--- config.mk ---
export PLATFORM = sky130hd
export DESIGN_NAME = alu_exec_sequencer_flat
export DESIGN_NICKNAME = d
export VERILOG_FILES = /design/src/rtl/alu_exec_sequencer_if.sv /design/src/rtl/alu_exec_sequencer.sv /design/src/flat_wrapper.sv
export SDC_FILE = /design/constraint.sdc
export NUM_CORES = 1
export LEC_CHECK = 0
export ABC_AREA = 1
export BUFFER_PORTS_ARGS = -buffer_cell sky130_fd_sc_hd__buf_2
export CORE_AREA = 4 4 200 202
export CTS_BUF_LIST = sky130_fd_sc_hd__clkbuf_2
export DETAILED_ROUTE_END_ITERATION = 6
export DIE_AREA = 0 0 204 206
export HOLD_SLACK_MARGIN = 0.08
export PLACE_DENSITY = 0.78
export SLEW_MARGIN = 20
export SYNTH_ARGS = -nofsm -noshare
export SYNTH_HDL_FRONTEND = slang
export SYNTH_SLANG_ARGS = --single-unit
--- constraint.sdc ---
create_clock -name clk -period 13.5 [get_ports clk]
set_clock_uncertainty 0.2 [all_clocks]
set_input_delay 2.7 -clock clk [delete_from_list [all_inputs] [get_ports clk]]
set_output_delay 2.7 -clock clk [all_outputs]
set_load 0.02 [all_outputs]
--- src/rtl/alu_exec_sequencer_if.sv ---
// Instruction handshake and ALU operand/result bundle between the execute-stage
// sequencer (slave) and its upstream decoder plus the combinational ALU (master).
interface alu_exec_sequencer_if;
    logic        instr_valid;
    logic        instr_ready;
    logic [7:0]  opcode;
    logic [3:0]  rdest;
    logic [3:0]  rsrc;
    logic [15:0] imm;
    logic        use_imm;
    logic        wb_en;
    logic        flags_en;
    logic [15:0] alu_a;
    logic [15:0] alu_b;
    logic [7:0]  alu_opcode;
    logic [15:0] alu_c;
    logic [4:0]  alu_flags;

    modport master (
        output instr_valid, opcode, rdest, rsrc, imm, use_imm, wb_en, flags_en,
        output alu_c, alu_flags,
        input  instr_ready, alu_a, alu_b, alu_opcode
    );

    modport slave (
        input  instr_valid, opcode, rdest, rsrc, imm, use_imm, wb_en, flags_en,
        input  alu_c, alu_flags,
        output instr_ready, alu_a, alu_b, alu_opcode
    );
endinterface

--- src/rtl/alu_exec_sequencer.sv ---
// Execute-stage sequencer: snapshots operands into the ALU, waits ALU_WAIT cycles,
// then writes C back to the register file and Flags to the PSR.
//
// state | meaning
// IDLE  | ready for an instruction; accept edge loads operands and wait counter
// EXEC  | operands held for the ALU; counter reaching zero is the writeback edge
module alu_exec_sequencer #(
    parameter int ALU_WAIT = 1,
    parameter int NREGS    = 16
) (
    input  logic                  clk,
    input  logic                  reset,
    alu_exec_sequencer_if.slave   bus,
    output logic [4:0]            psr,
    output logic                  done,
    input  logic [3:0]            dbg_addr,
    output logic [15:0]           dbg_data
);
    typedef enum logic {IDLE, EXEC} state_t;

    localparam logic [2:0] CNT_LOAD = 3'(ALU_WAIT - 1);

    state_t      state, state_nxt;
    logic        accept;
    logic        wb_fire;
    logic [2:0]  cnt;
    logic [3:0]  rdest_q;
    logic        wb_en_q;
    logic        flags_en_q;
    logic [15:0] alu_a_q;
    logic [15:0] alu_b_q;
    logic [7:0]  alu_opcode_q;
    logic [15:0] regs [NREGS];

    always_ff @(posedge clk or posedge reset) begin
        if (reset) begin
            state <= IDLE;
        end else begin
            state <= state_nxt;
        end
    end

    always_comb begin
        state_nxt = state;
        accept    = 1'b0;
        wb_fire   = 1'b0;
        case (state)
            IDLE: begin
                if (bus.instr_valid) begin
                    accept    = 1'b1;
                    state_nxt = EXEC;
                end
            end
            EXEC: begin
                if (cnt == 3'd0) begin
                    wb_fire   = 1'b1;
                    state_nxt = IDLE;
                end
            end
            default: state_nxt = IDLE;
        endcase
    end

    // Operands are captured once at the accept edge; upstream fields are free to
    // change afterwards without disturbing the ALU.
    always_ff @(posedge clk or posedge reset) begin
        if (reset) begin
            alu_a_q      <= '0;
            alu_b_q      <= '0;
            alu_opcode_q <= '0;
            rdest_q      <= '0;
            wb_en_q      <= 1'b0;
            flags_en_q   <= 1'b0;
            cnt          <= '0;
            done         <= 1'b0;
            psr          <= '0;
        end else begin
            done <= wb_fire;
            if (accept) begin
                alu_a_q      <= regs[bus.rdest];
                alu_b_q      <= bus.use_imm ? bus.imm : regs[bus.rsrc];
                alu_opcode_q <= bus.opcode;
                rdest_q      <= bus.rdest;
                wb_en_q      <= bus.wb_en;
                flags_en_q   <= bus.flags_en;
                cnt          <= CNT_LOAD;
            end else if (state == EXEC && cnt != 3'd0) begin
                cnt <= cnt - 3'd1;
            end
            if (wb_fire && flags_en_q) begin
                psr <= bus.alu_flags;
            end
        end
    end

    always_ff @(posedge clk or posedge reset) begin
        if (reset) begin
            for (int i = 0; i < NREGS; i++) begin
                regs[i] <= '0;
            end
        end else if (wb_fire && wb_en_q) begin
            regs[rdest_q] <= bus.alu_c;
        end
    end

    assign bus.instr_ready = (state == IDLE) && !reset;
    assign bus.alu_a       = alu_a_q;
    assign bus.alu_b       = alu_b_q;
    assign bus.alu_opcode  = alu_opcode_q;
    assign dbg_data        = regs[dbg_addr];
endmodule
--- src/flat_wrapper.sv ---
// flat-port wrapper written by rule: the top's interface ports become plain ports
module alu_exec_sequencer_flat 
#(
    parameter int ALU_WAIT = 1,
    parameter int NREGS    = 16
)
  (clk, reset, psr, done, dbg_addr, dbg_data, bus_instr_valid, bus_opcode, bus_rdest, bus_rsrc, bus_imm, bus_use_imm, bus_wb_en, bus_flags_en, bus_alu_c, bus_alu_flags, bus_instr_ready, bus_alu_a, bus_alu_b, bus_alu_opcode);
  alu_exec_sequencer_if bus_i ();
  input  logic clk;
  input  logic reset;
  output logic [4:0] psr;
  output logic done;
  input  logic [3:0] dbg_addr;
  output logic [15:0] dbg_data;
  input wire logic [$bits(bus_i.instr_valid)-1:0] bus_instr_valid;
  input wire logic [$bits(bus_i.opcode)-1:0] bus_opcode;
  input wire logic [$bits(bus_i.rdest)-1:0] bus_rdest;
  input wire logic [$bits(bus_i.rsrc)-1:0] bus_rsrc;
  input wire logic [$bits(bus_i.imm)-1:0] bus_imm;
  input wire logic [$bits(bus_i.use_imm)-1:0] bus_use_imm;
  input wire logic [$bits(bus_i.wb_en)-1:0] bus_wb_en;
  input wire logic [$bits(bus_i.flags_en)-1:0] bus_flags_en;
  input wire logic [$bits(bus_i.alu_c)-1:0] bus_alu_c;
  input wire logic [$bits(bus_i.alu_flags)-1:0] bus_alu_flags;
  output wire logic [$bits(bus_i.instr_ready)-1:0] bus_instr_ready;
  output wire logic [$bits(bus_i.alu_a)-1:0] bus_alu_a;
  output wire logic [$bits(bus_i.alu_b)-1:0] bus_alu_b;
  output wire logic [$bits(bus_i.alu_opcode)-1:0] bus_alu_opcode;
  assign bus_i.instr_valid = bus_instr_valid;
  assign bus_i.opcode = bus_opcode;
  assign bus_i.rdest = bus_rdest;
  assign bus_i.rsrc = bus_rsrc;
  assign bus_i.imm = bus_imm;
  assign bus_i.use_imm = bus_use_imm;
  assign bus_i.wb_en = bus_wb_en;
  assign bus_i.flags_en = bus_flags_en;
  assign bus_i.alu_c = bus_alu_c;
  assign bus_i.alu_flags = bus_alu_flags;
  assign bus_instr_ready = bus_i.instr_ready;
  assign bus_alu_a = bus_i.alu_a;
  assign bus_alu_b = bus_i.alu_b;
  assign bus_alu_opcode = bus_i.alu_opcode;
  alu_exec_sequencer #(.ALU_WAIT(ALU_WAIT), .NREGS(NREGS)) u_core (.clk(clk), .reset(reset), .bus(bus_i), .psr(psr), .done(done), .dbg_addr(dbg_addr), .dbg_data(dbg_data));
endmodule
==> summary.md <==
| Metric | Value |
|---|---|
| WP data arrival | 5.50 ns |
| Number of global-route vias before repair | 19600 |
| Hpwl dp | 38700 µm |
| Layout cells sized above 1 | 11.5% |
| Main area contributors after synthesis | dfrtp_1, nand2_1, nand3_1 |
| Worst reg-to-reg setup slack | 10.53 ns |
| Final period utilization | 62.2% |
| Die width | 204 µm |
| Met2 routed WL | 29100 µm |
| Root Driver | clkbuf_2 |
| Wire length on met3 | 9640 µm |
| Final design instance area without fill | 20400 µm² |
| Initial antenna violation count | 4 |
| Wire per inst | 19.9 µm |
| Gate count of the mapped netlist | 2832 |
| Final #Nets | 2906 |
| Critical-path maximum fanout | 31 |
| Final Hold Fails | 0 |
| CP max-delay cell | clkinv_1 |
| Slew @ Worst Pin | 1.15 ns |
| Flop pwr share | 47.2% |
| Global Route Usage Sum | 31.7% |
| RSZ-0062 raised after global routing | false |
| Synthesis-to-layout area growth | 7.17% |
| Synth Net Count | 2897 |
| Core Area | 38300 µm² |
| Hold-fix buffers at CTS | 0 |
| Internal | 1.86 mW |
| Clock Tree Buf Depth | 3 |
| Top layer in use | met5 |
| Psw | 1.32 mW |
| # fillers | 3708 |
| Hold Path Origin | u_core.bus.alu_opcode[4]$_DFFE_PP0P_ |
| Hold endpoint | u_core.bus.alu_opcode[4]$_DFFE_PP0P_ |
| Starting density of the core | 49.7% |
| GP Congestion | 0.889 |
| Drt drc | 1 |
| Crit path cell chain | buf_2 -> clkinv_1 -> buf_4 -> nand3_1 -> nand3_1 -> nand2_1 -> buf_2 |
| Max H-tree Level | 3 |
| Reg2reg start | u_core.cnt[0]$_DFFE_PP0P_ |
| Post-route antenna net violation count | 0 |
| Yosys cell types | 28 |
| CTS sink cnt | 312 |
| Std-Cell Rows | 72 |
| DR pass1 iterations | 7 |
| Global-route wire length before repair | 105000 µm |
| Detailed router's first-iteration violation count | 3093 |
| Seq cells post-synth | 312 |
| Clock Pin Slew Worst Setup and Hold Paths | 0.10 ns |
| Slew headroom | 23.4% |
| Final min period | 8.40 ns |
| Clk Latency, worst-skew pair | 0.96 ns |
| Leakage | 10.9 nW |
| Setup TNS | 0 ns |
| Comb pwr share | 31.6% |
| Io pins | 126 |
| CTS tree | yes |
| Crit-path max cell delay | 0.85 ns |
| Mapped Area | 19000 µm² |
| Global route overflow | 0 |
| Synth area leader | dfrtp_1 |
| Max-slew violations | 0 |
| Post CTS Setup Buffer Count | 0 |
| Die Area | 42000 µm² |
| Clk pwr share | 21.2% |
| Outcome | complete, but fails checks |
| Via count | 20600 |
| Area after DPL | 19600 µm² |
| Post_cts resized | 0 |
| Routed WL | 68000 µm |
| Setup Viol. Count Final | 0 |
| Peak supply drop | 0.0000998 V |
| Clock buffer count from CTS | 84 |
| Max Freq | 119 MHz |
| Sequential area share after synthesis | 41.1% |
| Synth Warn # | 0 |
| DR vias/cell | 6.01 |
| Net Sw Frac | 41.6% |
| WP data required | 10.60 ns |
| Post-synth top area share | 41.1% |
| MaxCap Viol Count | 0 |
| Hold path depth | 2 |
| Met1 WL | 25100 µm |
| Crit. End Element | output port |
| RR Endpoint | u_core.regs[96]$_DFFE_PP0P_ |
| R2R cell count | 9 |
| PD cells | 156 nW/µm² |
| Failing checks | design-rule violations |
| Port-buffer cells | 125 |
| Worst min path class | register to register |
| Largest net degree at the start of global routing | 187 |
| Setup CP Type | input pin to output port |
| Startpoint Class | input pin |
| Die height | 206 µm |
| Syn avg cell area | 6.71 µm² |
-- critical path: cells and delay by family --
| family | cells | cell delay (ns) |
|---|---|---|
| AND/OR/NAND/NOR | 3 | 0.46 |
| buffers and inverters | 4 | 2.29 |
-- worst max-delay path by stage --
stage / from / end / slack (ns) / depth (start not counted)
6_report: dbg_addr[2] / dbg_data[7] / 5.10 / 7
3_5_place_dp: dbg_addr[2] / dbg_data[7] / 5.34 / 7
2_1_floorplan: reset / u_core.bus.alu_a[0]$_DFFE_PP0P_ / 1.97 / 1
4_1_cts: dbg_addr[2] / dbg_data[7] / 5.33 / 7
3_3_place_gp: dbg_addr[2] / dbg_data[7] / 5.29 / 7
5_1_grt: dbg_addr[0] / dbg_data[10] / 5.18 / 8
-- cell type report --
| cell class | instances | area, µm² | area share, % |
|---|---|---|---|
| clock inverter | 21 | 109 | 0.534 |
| inverter | 239 | 905 | 4.44 |
| tap | 518 | 648 | 3.18 |
| multi-input combinational | 2051 | 9390 | 46.1 |
| antenna | 2 | 5.00 | 0.0246 |
| sequential | 312 | 7810 | 38.3 |
| timing repair buffer | 153 | 886 | 4.35 |
| clock buffer | 125 | 626 | 3.07 |
-- layout by cell type, fill, tap and decap left out, types with 20 or more instances in the layout --
master	count
buf_2	121
nor2_1	125
dfrtp_1	312
o21ai_1	36
nand3_1	426
clkbuf_2	125
a21oi_1	148
inv_1	227
o211ai_1	72
nand2_1	842
buf_4	28
or2_2	20
o21ai_0	354
-- registers in the layout (all words and copies together) (netlist names) --
signal,count
u_core.bus.alu_a,16
u_core.done,1
u_core.rdest_q,4
u_core.bus.alu_b,16
u_core.state,1
u_core.psr,5
u_core.flags_en_q,1
u_core.cnt,3
u_core.wb_en_q,1
u_core.bus.alu_opcode,8
u_core.regs,256
-- Yosys cell counts --
cell type and count:
dfrtp_1 312, nor2_4 2, mux2_2 5, nand2_1 843, nor4_4 1, buf_2 56, clkbuf_2 1, a21oi_1 148
nor2_2 3, buf_4 1, inv_1 229, nand3_2 2, buf_1 24, or2_1 1, nor2_1 125, inv_2 9
nand4_2 1, ha_1 2, o211ai_1 72, nand4_1 3, nand3_1 428, o22ai_1 2, clkbuf_1 148, or2_2 20
nand2_2 3, clkinv_1 1, o21ai_1 36, o21ai_0 354
-- metrics by stage --
step           setup slack (ns)  total power, mW  hold slack, ns  utilization (%)  instances
2_1_floorplan              1.97             2.19           0.242                -       2832
3_3_place_gp               5.29             2.43           0.253             51.2       3272
3_5_place_dp               5.34             2.49           0.257             51.2       3272
4_1_cts                    5.33             3.16           0.282             53.1       3418
5_1_grt                    5.18             3.42           0.309             53.2       3421
6_report                   5.10             3.18           0.283             53.2       3421
-- per-layer routing --
metal	vias to the layer above	global-route usage, %
li1	9301	-
met4	4	18.0
met5	-	0
met1	9366	41.7
met2	1569	48.0
met3	314	7.69
-- power groups by stage --
stage	registers, mW	clock network, mW	logic, mW
3_3_place_gp	1.49	0	0.941
4_1_cts	1.49	0.684	0.987
6_report	1.50	0.675	1.00
5_1_grt	1.54	0.732	1.15
2_1_floorplan	1.46	0	0.731
3_5_place_dp	1.50	0	0.982
-- cell families (layout without fill, tap and decap cells) --
group	after synthesis	count (layout)	share of synthesized area, %
AOI/OAI and AO/OA	612	612	17.1
DFF	312	312	41.1
and+or+nand+nor	1432	1432	31.8
other	0	2	0
buffers and inverters	469	538	9.66
adders and majority gates	2	2	0.132
muxes	5	5	0.296
Note: power is estimated with default switching activity, not from simulation.
